## src/rtl/tt_adder_selftest.sv

```systemverilog
// On-chip exhaustive stimulus generator and checker for TinyTapeout adders.
// Sweeps every operand pair, compares each result against a+b, and records the outcome.
module tt_adder_selftest #(
  parameter int WIDTH  = 1,
  parameter int SETTLE = 2
) (
  input  logic       clk,
  input  logic       rst,
  input  logic       start,
  output logic [7:0] drv_ui,
  input  logic [7:0] mon_uo,
  output logic       busy,
  output logic       done,
  output logic       pass,
  output logic [7:0] err_cnt,
  output logic [7:0] fail_vec
);

  localparam int VW = 2 * WIDTH;
  localparam logic [VW-1:0] VEC_LAST = '1;
  localparam logic [3:0] SETTLE_INIT = 4'(SETTLE);

  typedef enum logic [1:0] {
    ST_IDLE,
    ST_SETTLE,
    ST_CHECK,
    ST_DONE
  } state_t;

  state_t state_q, state_d;
  logic [VW-1:0] vec_q, vec_d;
  logic [3:0] settle_q, settle_d;
  logic [7:0] drv_ui_q, drv_ui_d;
  logic busy_q, busy_d;
  logic done_q, done_d;
  logic pass_q, pass_d;
  logic [7:0] err_cnt_q, err_cnt_d;
  logic [7:0] fail_vec_q, fail_vec_d;

  logic [WIDTH-1:0] op_a, op_b;
  logic [WIDTH:0] expected_sum;
  logic mismatch;
  logic unused_mon;

  function automatic logic [7:0] pattern(input logic [VW-1:0] v);
    return 8'(v);
  endfunction

  assign op_a = vec_q[WIDTH-1:0];
  assign op_b = vec_q[VW-1:WIDTH];
  assign expected_sum = {1'b0, op_a} + {1'b0, op_b};
  assign mismatch = (mon_uo[WIDTH:0] != expected_sum);
  // Result bits above WIDTH are outside the adder's output and never checked.
  assign unused_mon = ^mon_uo;

  always_comb begin
    state_d    = state_q;
    vec_d      = vec_q;
    settle_d   = settle_q;
    drv_ui_d   = drv_ui_q;
    busy_d     = busy_q;
    done_d     = done_q;
    pass_d     = pass_q;
    err_cnt_d  = err_cnt_q;
    fail_vec_d = fail_vec_q;
    case (state_q)
      ST_IDLE, ST_DONE: begin
        if (start) begin
          state_d    = ST_SETTLE;
          vec_d      = '0;
          drv_ui_d   = pattern('0);
          err_cnt_d  = '0;
          fail_vec_d = '0;
          done_d     = 1'b0;
          pass_d     = 1'b0;
          busy_d     = 1'b1;
          settle_d   = SETTLE_INIT;
        end
      end
      ST_SETTLE: begin
        settle_d = settle_q - 4'd1;
        if (settle_q == 4'd1) state_d = ST_CHECK;
      end
      ST_CHECK: begin
        if (mismatch) begin
          if (err_cnt_q != 8'hFF) err_cnt_d = err_cnt_q + 8'd1;
          if (err_cnt_q == 8'd0) fail_vec_d = drv_ui_q;
        end
        if (vec_q == VEC_LAST) begin
          state_d = ST_DONE;
          busy_d  = 1'b0;
          done_d  = 1'b1;
          pass_d  = (err_cnt_d == 8'd0);
        end else begin
          state_d  = ST_SETTLE;
          vec_d    = vec_q + 1'b1;
          drv_ui_d = pattern(vec_q + 1'b1);
          settle_d = SETTLE_INIT;
        end
      end
      default: state_d = ST_IDLE;
    endcase
  end

  always_ff @(posedge clk or posedge rst) begin
    if (rst) begin
      state_q    <= ST_IDLE;
      vec_q      <= '0;
      settle_q   <= '0;
      drv_ui_q   <= '0;
      busy_q     <= 1'b0;
      done_q     <= 1'b0;
      pass_q     <= 1'b0;
      err_cnt_q  <= '0;
      fail_vec_q <= '0;
    end else begin
      state_q    <= state_d;
      vec_q      <= vec_d;
      settle_q   <= settle_d;
      drv_ui_q   <= drv_ui_d;
      busy_q     <= busy_d;
      done_q     <= done_d;
      pass_q     <= pass_d;
      err_cnt_q  <= err_cnt_d;
      fail_vec_q <= fail_vec_d;
    end
  end

  assign drv_ui   = drv_ui_q;
  assign busy     = busy_q;
  assign done     = done_q;
  assign pass     = pass_q;
  assign err_cnt  = err_cnt_q;
  assign fail_vec = fail_vec_q;

endmodule

```

## config.mk

```make
export PLATFORM = sky130hd
export DESIGN_NAME = tt_adder_selftest
export DESIGN_NICKNAME = d
export VERILOG_FILES = /design/src/rtl/tt_adder_selftest.sv
export SDC_FILE = /design/constraint.sdc
export NUM_CORES = 1
export LEC_CHECK = 0
export BUFFER_PORTS_ARGS = -buffer_cell sky130_fd_sc_hd__buf_2
export CORE_ASPECT_RATIO = 1.25
export CORE_MARGIN = 3
export CORE_UTILIZATION = 36
export DETAILED_ROUTE_END_ITERATION = 10
export GPL_ROUTABILITY_DRIVEN = 0
export HOLD_SLACK_MARGIN = 0.02
export PLACE_DENSITY_LB_ADDON = 0.3
export SLEW_MARGIN = 25
export SYNTH_ARGS = -nofsm -noshare
export SYNTH_HDL_FRONTEND = slang
export SYNTH_SLANG_ARGS = --single-unit
```

## constraint.sdc

```tcl
create_clock -name clk -period 2.37 [get_ports clk]
set_clock_uncertainty 0.1 [all_clocks]
set_input_delay 0.474 -clock clk [delete_from_list [all_inputs] [get_ports clk]]
set_output_delay 0.474 -clock clk [all_outputs]
set_load 0.01 [all_outputs]
```

# Yosys cells after proc, flatten, opt, wreduce, memory -nomap -nowiden
# Index checks and enable logic that the tools add are counted.
[totals]
register_bits = 35
word_cells = 65
output_inout_bits = 27
[classes]
n_mux = 28
add_sub_neg = 4
n_eq_ne = 13
reduce_logical = 11
[ops]
columns = ["op", "count"]
rows = [
  ["$mux W8", 7],
  ["$pmux W8 S2", 3],
  ["$logic_not A8 Y1", 2],
  ["$ne A2 B2 Y1 const B", 6],
  ["$pmux W4 S3", 1],
  ["$mux W2", 5],
  ["$add A8 B1 Y8 const B", 1],
  ["$mux W4", 2],
  ["$ne A8 B8 Y1 const B", 1],
  ["$eq A2 B2 Y1 const B", 3],
  ["$pmux W1 S2", 3],
  ["$pmux W2 S3", 1],
  ["$reduce_and A2 Y1", 3],
  ["$reduce_and A3 Y1", 2],
  ["$mux W1", 5],
  ["$eq A4 B1 Y1 const B", 1],
  ["$pmux W2 S2", 1],
  ["$reduce_and A4 Y1", 1],
  ["$sub A4 B1 Y4 const B", 1],
  ["$add A1 B1 Y2", 1],
  ["$add A2 B1 Y2 const B", 1],
  ["$eq A2 B1 Y1 const B", 1],
  ["$logic_not A2 Y1", 1],
  ["$ne A2 B2 Y1", 1],
  ["2 further kinds", 2],
]

# Logic depth before layout (Yosys ltp)
# Gate-level depths: netlist (run 1).
[logic_depth]
depth_word = 7
ltp_mapped = 7

# Worst setup path before layout (run 1)
# OpenSTA, ideal clock, no wires.
[synth_path]
kind = "flip-flop to flip-flop"
startpoint = "register, netlist name drv_ui[0]"
endpoint = "register err_cnt_q[3], in the netlist err_cnt[3]"
slack_ns = 0.342
path_stages_with_launch = 7
period_less_slack_ns = 2.028
arrival_ns = 1.807
setup_time_ns = 0.121
required_ns = 2.149
n_path_buf = 0
cell_sequence = "dfrtp_1 ha_1 xnor2_2 a21oi_1 nand3_1 mux2_2 a22o_1"
[synth_rtl]
columns = ["item", "line_no", "source"]
rows = [
  ["end signal: assignment", "124", "err_cnt_q <= err_cnt_d;"],
  ["end: declaration", "37", "logic [7:0] err_cnt_q, err_cnt_d;"],
]

==> results of run 1 <==
critical path, stage by stage, from the launching register on:
cell and delay [ps]:
dfrtp_1 430, ha_1 360, xnor2_2 400, a21oi_1 150, nand3_1 110, mux2_2 330, a22o_1 180
state kept, by name (all words and copies together) (netlist names):
register / cells
drv_ui: 2
done: 1
err_cnt: 8
pass: 1
fail_vec: 2
settle_q: 4
state_q: 2
busy: 1
stage by stage:
| step | instance area (um^2) | setup slack, ps | power [mW] | instances |
|---|---|---|---|---|
| after floorplan | 1600 | 342 | 1.02 | 191 |
| after global placement | 1640 | 229 | 1.19 | 249 |
| after detailed placement | 1640 | 207 | 1.19 | 249 |
| after CTS | 1690 | 190 | 1.45 | 253 |
| after global routing | 1690 | 72.4 | 1.57 | 253 |
| final | 1690 | 197 | 1.42 | 253 |
cells by family (layout without fill, tap and decap cells):
group           Yosys count  in the layout  synth area share, %
xor+xnor                  2              2                 2.81
compound gates           45             45                 19.6
other cells               1             12                0.241
fa+ha+maj                 8              8                 6.43
mux                       6              6                 4.10
flops                    21             21                 33.7
simple gates             63             63                 20.0
buf+inv                  34             40                 13.1
cell type report:
type | count | area (um^2) | area share (%)
Clock buffer | 4 | 45.0 | 2.67
Multi-Input combinational cell | 136 | 870 | 51.5
Timing Repair Buffer | 24 | 133 | 7.86
Sequential cell | 21 | 526 | 31.1
Tap cell | 56 | 70.1 | 4.15
Inverter | 12 | 45.0 | 2.67
Yosys cell counts, drive strengths merged, types with 3 or more instances:
| cell | n | area share (%) |
|---|---|---|
| o21ai | 12 | 3.9 |
| mux2i | 3 | 1.9 |
| mux2 | 3 | 2.2 |
| nor2 | 13 | 3.1 |
| inv | 12 | 2.9 |
| nor3 | 7 | 2.6 |
| nand2 | 20 | 4.8 |
| buf | 19 | 9.5 |
| ha | 8 | 6.4 |
| a31oi | 4 | 1.6 |
| dfrtp | 21 | 34 |
| a21oi | 14 | 4.7 |
| clkbuf | 3 | 0.72 |
| a22o | 8 | 5.1 |
| nand3 | 9 | 2.9 |
report_power, final:
part / switching [mW] / internal (mW)
sequential: 0.0558 / 0.419
combinational: 0.448 / 0.263
clock: 0.119 / 0.120
worst min-delay path by stage:
stage | startpoint | to | slack (ps) | depth (start not counted)
global placement | settle_q[3] | settle_q[3] | 380 | 1
global route | rst | err_cnt[2] | 140 | 3
finish | rst | err_cnt[5] | 130 | 3
floorplan | rst | busy | 350 | 1
CTS | rst | err_cnt[4] | 140 | 3
detailed placement | settle_q[3] | settle_q[3] | 390 | 1
metal layers:
layer | up-vias | part of all wire (%) | track usage, %
met4 | 0 | 1.5 | 5.07
met2 | 21 | 47 | 21.5
li1 | 644 | - | -
met1 | 582 | 47 | 16.9
met5 | - | 0 | 0
met3 | 5 | 4.0 | 2.25
==> metrics.md, run 1 <==
| Metric | Value |
|---|---|
| Status | `finished, final reports clean` |
| Hold bufs inserted after CTS | `0` |
| Crit path time final | `2170 ps` |
| Synthesized cell area | `0.00156 mm^2` |
| CP Launch Type | `flip-flop` |
| Least-Margin Pin Slew | `645 ps` |
| Cells after Synth | `180` |
| Sequential fraction of the synthesis area | `33.7%` |
| Overall routed net length | `3.19 mm` |
| Reg2Reg Depth | `6` |
| Hold crit path type | `primary input to asynchronous set/reset pin` |
| WP data arrival | `2220 ps` |
| Clk Latency, worst-skew pair | `260 ps` |
| Critical Path RT | `2420 ps` |
| Most frequent cells in the layout | `dfrtp_1, nand2_1, buf_2, nor2_1, a21oi_1` |
| Cell variety after synth | `42` |
| Clock Sink Count | `21` |
| First-pass GRT wire length | `5.29 mm` |
| Max-capacitance violation count | `0` |
| WL per Instance | `12.6 um` |
| Setup crit start | `drv_ui[0]` |
| FFs w/ async S/R, synth | `100%` |
| Initial DRC count | `29` |
| Die Ht | `79.5 um` |
| RSZ-0062 raised after global routing | `false` |
| Crit end category | `flip-flop` |
| Main synth FF type | `dfrtp_1` |
| R2R Setup Slk | `200 ps` |
| Area Growth Syn to Fin | `8.35%` |
| ANT nets after route | `0` |
| Post-CTS resize count | `0` |
| Commonest non-fill, non-tap cell in the layout | `dfrtp_1` |
| Final Cycle Share | `91.7%` |
| Vias post-DR | `1252` |
| Fmax | `460 MHz` |
| DP HPWL | `2.35 mm` |
| H-tree depth | `1` |
| Yosys synthesis warning count | `0` |
| # IOs | `38` |
| Antenna violations before repair | `0` |
| Core area | `0.00413 mm^2` |
| Row count | `26` |
| Clock-pin slew on the worst setup and hold paths | `80 ps` |
| Leakage | `0.801 nW` |
| ANT cells | `0` |
| DRC viols | `0` |
| TritonCTS clock tree | `done` |
| CP max FO | `6` |
| Vias in the first global route | `1115` |
| Die X-Extent | `64.8 um` |
| All-layer global routing usage | `13.1%` |
| Fill cells | `425` |
| Fin. Hold Viols | `0` |
| Final Slew Violations | `0` |
| Rel. slew slack | `56.7%` |
| Crit path to | `err_cnt[3]` |
| Final core occ | `40.9%` |
| TNS Setup | `0 ps` |
| Die ar. | `0.00516 mm^2` |
| Critical path class | `flip-flop to flip-flop` |
| Largest net degree at the start of global routing | `22` |
| Pwr/cell area | `844 mW/mm^2` |
| Postcts setup bufs | `0` |
| Grt total ovfl | `0` |
| Finish-stage setup viols | `0` |
| Crit Reg-Reg Endpoint | `err_cnt[3]` |
| CTS root buf | `clkbuf_8` |
| Avg Inst Size Synth | `8.65 um^2` |
| CTS Buf Count | `3` |
| Fin nets | `217` |
| WHS | `128 ps` |
| Max IR drop VDD | `0.460 mV` |
| CTS Buffer Depth | `2` |
| Initial Utilization | `37.7%` |
| EDFF count, synth | `0` |
| Router iterations before antenna repair | `4` |
| Worst r2r src | `drv_ui[0]` |
| Port bufs | `19` |
| Vias per cell | `4.95` |
| Share of layout cells above drive strength 1 | `19.8%` |
| FF+latch count, synth | `21` |
Note: power is estimated with default switching activity, not from simulation.
==> run 2: changes to the inputs <==
CORE_ASPECT_RATIO = unset   (was 1.25)
CTS_CLUSTER_SIZE = 24   (was unset)
==> run 2 against run 1 <==
Net effect: sequential power about the same; critical path depth unchanged; flip-flop and latch count unchanged; power increased by 0.72%; setup slack improved by 61 ps; global-route usage increased by 0.75 points; sequential share of layout area increased by 0.14 points; first-iteration DRC count increased to 4.1 times the previous value; cell area decreased by 0.44%; hold slack got worse by 3.1 ps; combinational power increased by 0.6%; via count increased by 1.7%; critical endpoint unchanged; largest cell class unchanged.
==> metrics.md, run 2 (synthesis results as in run 1) <==
| Metric | Value |
|---|---|
| CP Launch Type | `flip-flop` |
| Fin nets | `217 (unchanged)` |
| Max reg flops | `8 (unchanged)` |
| Rel. slew slack | `55.5% (-1.2 points)` |
| Met2 usage in global routing | `20.6% (-0.88 points)` |
| First-pass GRT wire length | `5.68 mm (+7.4%)` |
| Initial DRC count | `119 (+310%)` |
| CP max FO | `6 (unchanged)` |
| WL per Instance | `13.6 um (+7.7%)` |
| Pwr/cell area | `854 mW/mm^2 (+1.2%)` |
| Max IR drop VDD | `0.569 mV (+24%)` |
| # IOs | `38 (unchanged)` |
| Vias per cell | `5.15 (+4.1%)` |
| DP HPWL | `2.46 mm (+4.8%)` |
| Final Cycle Share | `89.1% (-2.6 points)` |
| Hold bufs inserted after CTS | `0 (unchanged)` |
| Routing usage on met1 | `19.8% (+2.9 points)` |
| CTS root buf | `clkbuf_8` |
| Fin. Hold Viols | `0 (unchanged)` |
| Crit Reg-Reg Endpoint | `err_cnt[3]` |
| ANT cells | `0 (unchanged)` |
| Final core occ | `41.1% (+0.27 points)` |
| Finish-stage setup viols | `0 (unchanged)` |
| Area Growth Syn to Fin | `7.87%` |
| Clock Sink Count | `21 (unchanged)` |
| CTS Buffer Depth | `2 (unchanged)` |
| Postcts setup bufs | `0 (unchanged)` |
| Router iterations before antenna repair | `4 (unchanged)` |
| Vias post-DR | `1273 (+1.7%)` |
| All-layer global routing usage | `13.8% (+0.75 points)` |
| Most frequent cells in the layout | `dfrtp_1, nand2_1, buf_2, nor2_1, a21oi_1` |
| Largest net degree at the start of global routing | `22 (unchanged)` |
| TritonCTS clock tree | `done` |
| Crit end category | `flip-flop` |
| Critical Path RT | `2430 ps (about the same)` |
| Grt total ovfl | `0 (unchanged)` |
| Hold crit path type | `primary input to asynchronous set/reset pin` |
| Fmax | `474 MHz (+2.9%)` |
| TNS Setup | `0 ps (unchanged)` |
| Critical path class | `flip-flop to flip-flop` |
| Pwr Total | `1.44 mW (+0.72%)` |
| GRT met3 Usage | `4.35% (+2.1 points)` |
| Die ar. | `0.00515 mm^2 (about the same)` |
| CTS Buf Count | `3 (unchanged)` |
| Antenna violations before repair | `0 (unchanged)` |
| Die X-Extent | `71.8 um (+11%)` |
| Leakage | `0.801 nW (unchanged)` |
| Core area | `0.00409 mm^2 (-1.1%)` |
| Max-capacitance violation count | `0 (unchanged)` |
| WP data arrival | `2180 ps (-40 ps)` |
| R2R Setup Slk | `260 ps (+60 ps)` |
| Overall routed net length | `3.36 mm (+5.1%)` |
| Row count | `23 (-12%)` |
| Status | `finished, final reports clean` |
| Final Slew Violations | `0 (unchanged)` |
| Grt peak-use layer | `met2` |
| DRC viols | `0 (unchanged)` |
| Worst r2r src | `drv_ui[0]` |
| Clock-pin slew on the worst setup and hold paths | `90 ps (about the same)` |
| Die Ht | `71.8 um (-9.8%)` |
| RSZ-0062 raised after global routing | `false` |
| Initial Utilization | `38.1% (+0.42 points)` |
| ANT nets after route | `0 (unchanged)` |
| Vias in the first global route | `1139 (+2.2%)` |
| Post-CTS resize count | `0 (unchanged)` |
| Clk Latency, worst-skew pair | `270 ps (about the same)` |
| Least-Margin Pin Slew | `663 ps (+17.8 ps)` |
| H-tree depth | `1 (unchanged)` |
| Commonest non-fill, non-tap cell in the layout | `dfrtp_1` |
| Reg2Reg Depth | `6 (unchanged)` |
| Port bufs | `19 (unchanged)` |
| Crit path time final | `2110 ps (-61.3 ps)` |
| Share of layout cells above drive strength 1 | `19.8% (unchanged)` |
[run 2: cell counts in the layout (fill, tap and decap cells not counted)]
Identical to the previous run, type by type.
[run 2: worst max path at each step]
stage          startpoint    endpoint  slack, ps  cells after the start
4_1_cts         drv_ui[0]  err_cnt[3]        250                      6
5_1_grt         drv_ui[0]        pass         70                      6
6_report        drv_ui[0]  err_cnt[3]        260                      6
2_1_floorplan   drv_ui[0]  err_cnt[3]        340                      6
3_5_place_dp    drv_ui[0]  err_cnt[3]        260                      6
3_3_place_gp    drv_ui[0]  err_cnt[3]        270                      6
[run 2: worst max-delay path, cell delays in order (launching register included)]
cell and delay (ps):
dfrtp_1 420, ha_1 360, xnor2_2 370, a21oi_1 150
nand3_1 100, mux2_2 330, a22o_1 170
[run 2: final cells by class]
cell class,count,area [um^2]
multi-input combinational,136,870
inverter,12,45.0
tap,50,62.6
fill,432,2410
sequential,21,526
timing repair buffer,24,133
clock buffer,4,45.0
[run 2: power by group]
part	internal [mW]	switching (mW)	total (mW)
combinational	0.265	0.450	0.715
sequential	0.419	0.0575	0.476
clock	0.120	0.124	0.244
[run 2: per-layer routing]
metal	wire length, um	vias to the layer above	part of all wire (%)
met5	0	-	0
met4	10	0	0.30
met3	191	2	5.7
met2	1500	29	45
met1	1650	606	49
li1	-	636	-
[run 2: through the flow]
stage               area, um^2  hold slack [ps]  worst slack [ps]  std cells
global placement          1640              382               268        243
detailed placement        1640              391               265        243
floorplan                 1600              351               342        191
finish                    1680              124               258        247
CTS                       1680              130               254        247
global route              1680              151              67.5        247
==> run 3: changes to the inputs <==
CORE_ASPECT_RATIO = 1.2   (was unset)
==> run 3 against run 2 <==
Net effect: combinational power grew 2%; first-iteration DRC count shrank 4.2%; final cell count grew 2.0%; global-route usage shrank 0.35 points; register-to-register slack lost 40 ps; cell area grew 0.82%; largest power group unchanged; utilization grew 0.54 points.
==> metrics.md, run 3 (synthesis results as in run 1) <==
| Metric | Value |
|---|---|
| CP delay by family, top | `flip-flops` |
| CP max FO | `6 (unchanged)` |
| Die Ht | `78.1 um (+8.7%)` |
| Share of layout cells above drive strength 1 | `20.7% (+0.91 points)` |
| Crit-path cells | `ha_1 > xnor2_2 > a21oi_1 > nand3_1 > mux2_2 > a22o_1` |
| Vias post-DR | `1278 (+0.39%)` |
| Power share of the clock group | `16.9% (about the same)` |
| Met2 wire length | `1.67 mm (+11%)` |
| CTS Buffer Depth | `2 (unchanged)` |
| Crit end category | `flip-flop` |
| Uppermost routed layer | `met4` |
| Vias in the first global route | `1189 (+4.4%)` |
| Die ar. | `0.00516 mm^2 (about the same)` |
| Hold bufs inserted after CTS | `0 (unchanged)` |
| Critical path class | `flip-flop to flip-flop` |
| WHS | `127 ps (+2.35 ps)` |
| Reg2Reg Depth | `6 (unchanged)` |
| Area Growth Syn to Fin | `8.75%` |
| TNS Setup | `0 ps (unchanged)` |
| Slowest-stage cell, CP | `dfrtp_1` |
| Antenna violations before repair | `0 (unchanged)` |
| Core area | `0.00407 mm^2 (-0.49%)` |
| Fin nets | `218 (+0.46%)` |
| ANT cells | `0 (unchanged)` |
| First-pass GRT wire length | `5.55 mm (-2.3%)` |
| Crit Reg-Reg Endpoint | `err_cnt[3]` |
| CTS root buf | `clkbuf_8` |
| Pint | `0.810 mW (+0.74%)` |
| Switch share | `43.9% (-0.049 points)` |
| Gate power share | `50.2% (+0.4 points)` |
| Max-capacitance violation count | `0 (unchanged)` |
| Postcts setup bufs | `0 (unchanged)` |
| Initial Utilization | `38.3% (+0.19 points)` |
| Crit path time final | `2150 ps (+35.9 ps)` |
| Area after DPL | `0.00165 mm^2 (+0.76%)` |
| Post-CTS resize count | `0 (unchanged)` |
| ANT nets after route | `0 (unchanged)` |
| Finish-stage setup viols | `0 (unchanged)` |
| Flop pwr share | `32.8% (-0.4 points)` |
| Worst Path Buf+Inv | `0 (unchanged)` |
| Row count | `25 (+8.7%)` |
| DP HPWL | `2.40 mm (-2.7%)` |
| H-tree depth | `1 (unchanged)` |
| Fill cells | `437 (+1.2%)` |
| Vias per cell | `5.07 (-1.6%)` |
| Met1 wire length | `1.41 mm (-15%)` |
| Clk Latency, worst-skew pair | `260 ps (about the same)` |
| Grt total ovfl | `0 (unchanged)` |
| Clock-pin slew on the worst setup and hold paths | `80 ps (about the same)` |
| Final Cycle Share | `90.6% (+1.5 points)` |
| # IOs | `38 (unchanged)` |
| Hold crit path type | `primary input to asynchronous set/reset pin` |
| Fmax | `466 MHz (-1.7%)` |
| Final Slew Violations | `0 (unchanged)` |
| Final core occ | `41.7% (+0.54 points)` |
| Commonest non-fill, non-tap cell in the layout | `dfrtp_1` |
| Status | `finished, final reports clean` |
| Max IR drop VDD | `0.455 mV (-20%)` |
| TritonCTS clock tree | `done` |
| Largest net degree at the start of global routing | `22 (unchanged)` |
| Fin. Hold Viols | `0 (unchanged)` |
| Clock Sink Count | `21 (unchanged)` |
| Rel. slew slack | `58.0% (+2.5 points)` |
| Design Area, Final | `0.00169 mm^2 (+0.82%)` |
| All-layer global routing usage | `13.5% (-0.35 points)` |
| CTS Buf Count | `3 (unchanged)` |
| Pwr/cell area | `853 mW/mm^2 (-0.17%)` |
| Max reg flops | `8 (unchanged)` |
| Most frequent cells in the layout | `dfrtp_1, nand2_1, buf_2, nor2_1, a21oi_1` |
| WP data arrival | `2200 ps (+20 ps)` |
| Overall routed net length | `3.25 mm (-3.1%)` |
| DRC viols | `0 (unchanged)` |
| Critical Path RT | `2430 ps (about the same)` |
| Slowest stage delay, CP | `430 ps (about the same)` |
| P_sw | `0.634 mW (+0.54%)` |
| CP Launch Type | `flip-flop` |
| WL met3 | `160 um (-16%)` |
| WL per Instance | `12.9 um (-5.0%)` |
| Leakage | `0.809 nW (+0.99%)` |
| RSZ-0062 raised after global routing | `false` |
| Worst r2r src | `drv_ui[0]` |
| Router iterations before antenna repair | `4 (unchanged)` |
| Port bufs | `19 (unchanged)` |
| Initial DRC count | `114 (-4.2%)` |
| Least-Margin Pin Slew | `625 ps (-38.0 ps)` |
| Die X-Extent | `66.1 um (-8.0%)` |
| R2R Setup Slk | `220 ps (-40 ps)` |
[run 3: cell types whose count changed in the layout (fill, tap and decap cells not counted)]
cell	before	now
clkinv_2	0	1
clkbuf_1	1	0
buf_4	5	6
[run 3: power groups by stage]
| stage | Combinational (mW) | Sequential [mW] | Clock (mW) |
|---|---|---|---|
| 2_1_floorplan | 0.537 | 0.478 | 0 |
| 3_3_place_gp | 0.720 | 0.480 | 0 |
| 3_5_place_dp | 0.729 | 0.482 | 0 |
| 4_1_cts | 0.732 | 0.475 | 0.250 |
| 5_1_grt | 0.840 | 0.484 | 0.277 |
| 6_report | 0.726 | 0.475 | 0.244 |
[run 3: metrics by stage]
stage,cells,power (mW),setup slack (ps)
after floorplan,191,1.02,342
after global placement,248,1.20,277
after detailed placement,248,1.21,257
after CTS,252,1.46,231
after global routing,252,1.60,117
final,252,1.44,222
[run 3: final cells by class]
cell class                 count  area (um^2)  share of cell area (%)
timing repair buffer          25          140                    8.27
clock inverter                 1         5.00                   0.295
tap                           54         67.6                    3.99
clock buffer                   3         41.3                    2.44
inverter                      12         45.0                    2.66
sequential                    21          526                    31.0
multi-input combinational    136          870                    51.3
[run 3: worst max-delay path by stage]
stage                    start           to  slack (ps)  cells past startpoint
global placement     drv_ui[0]   err_cnt[3]         280                      6
detailed placement   drv_ui[0]   err_cnt[3]         260                      6
floorplan            drv_ui[0]   err_cnt[3]         340                      6
finish               drv_ui[0]   err_cnt[3]         220                      6
global route        state_q[0]  settle_q[3]         120                      8
CTS                  drv_ui[0]   err_cnt[3]         230                      6
[run 3: worst min-delay path: cells and delay by family]
kind,cells,cell delay (ps)
buffers and inverters,3,400
[run 3: per-layer routing]
layer  vias to the layer above  track usage, %
met5                         -               0
met3                         2            2.15
met2                        31            23.6
met1                       601            17.2
met4                         0            3.05
li1                        644               -
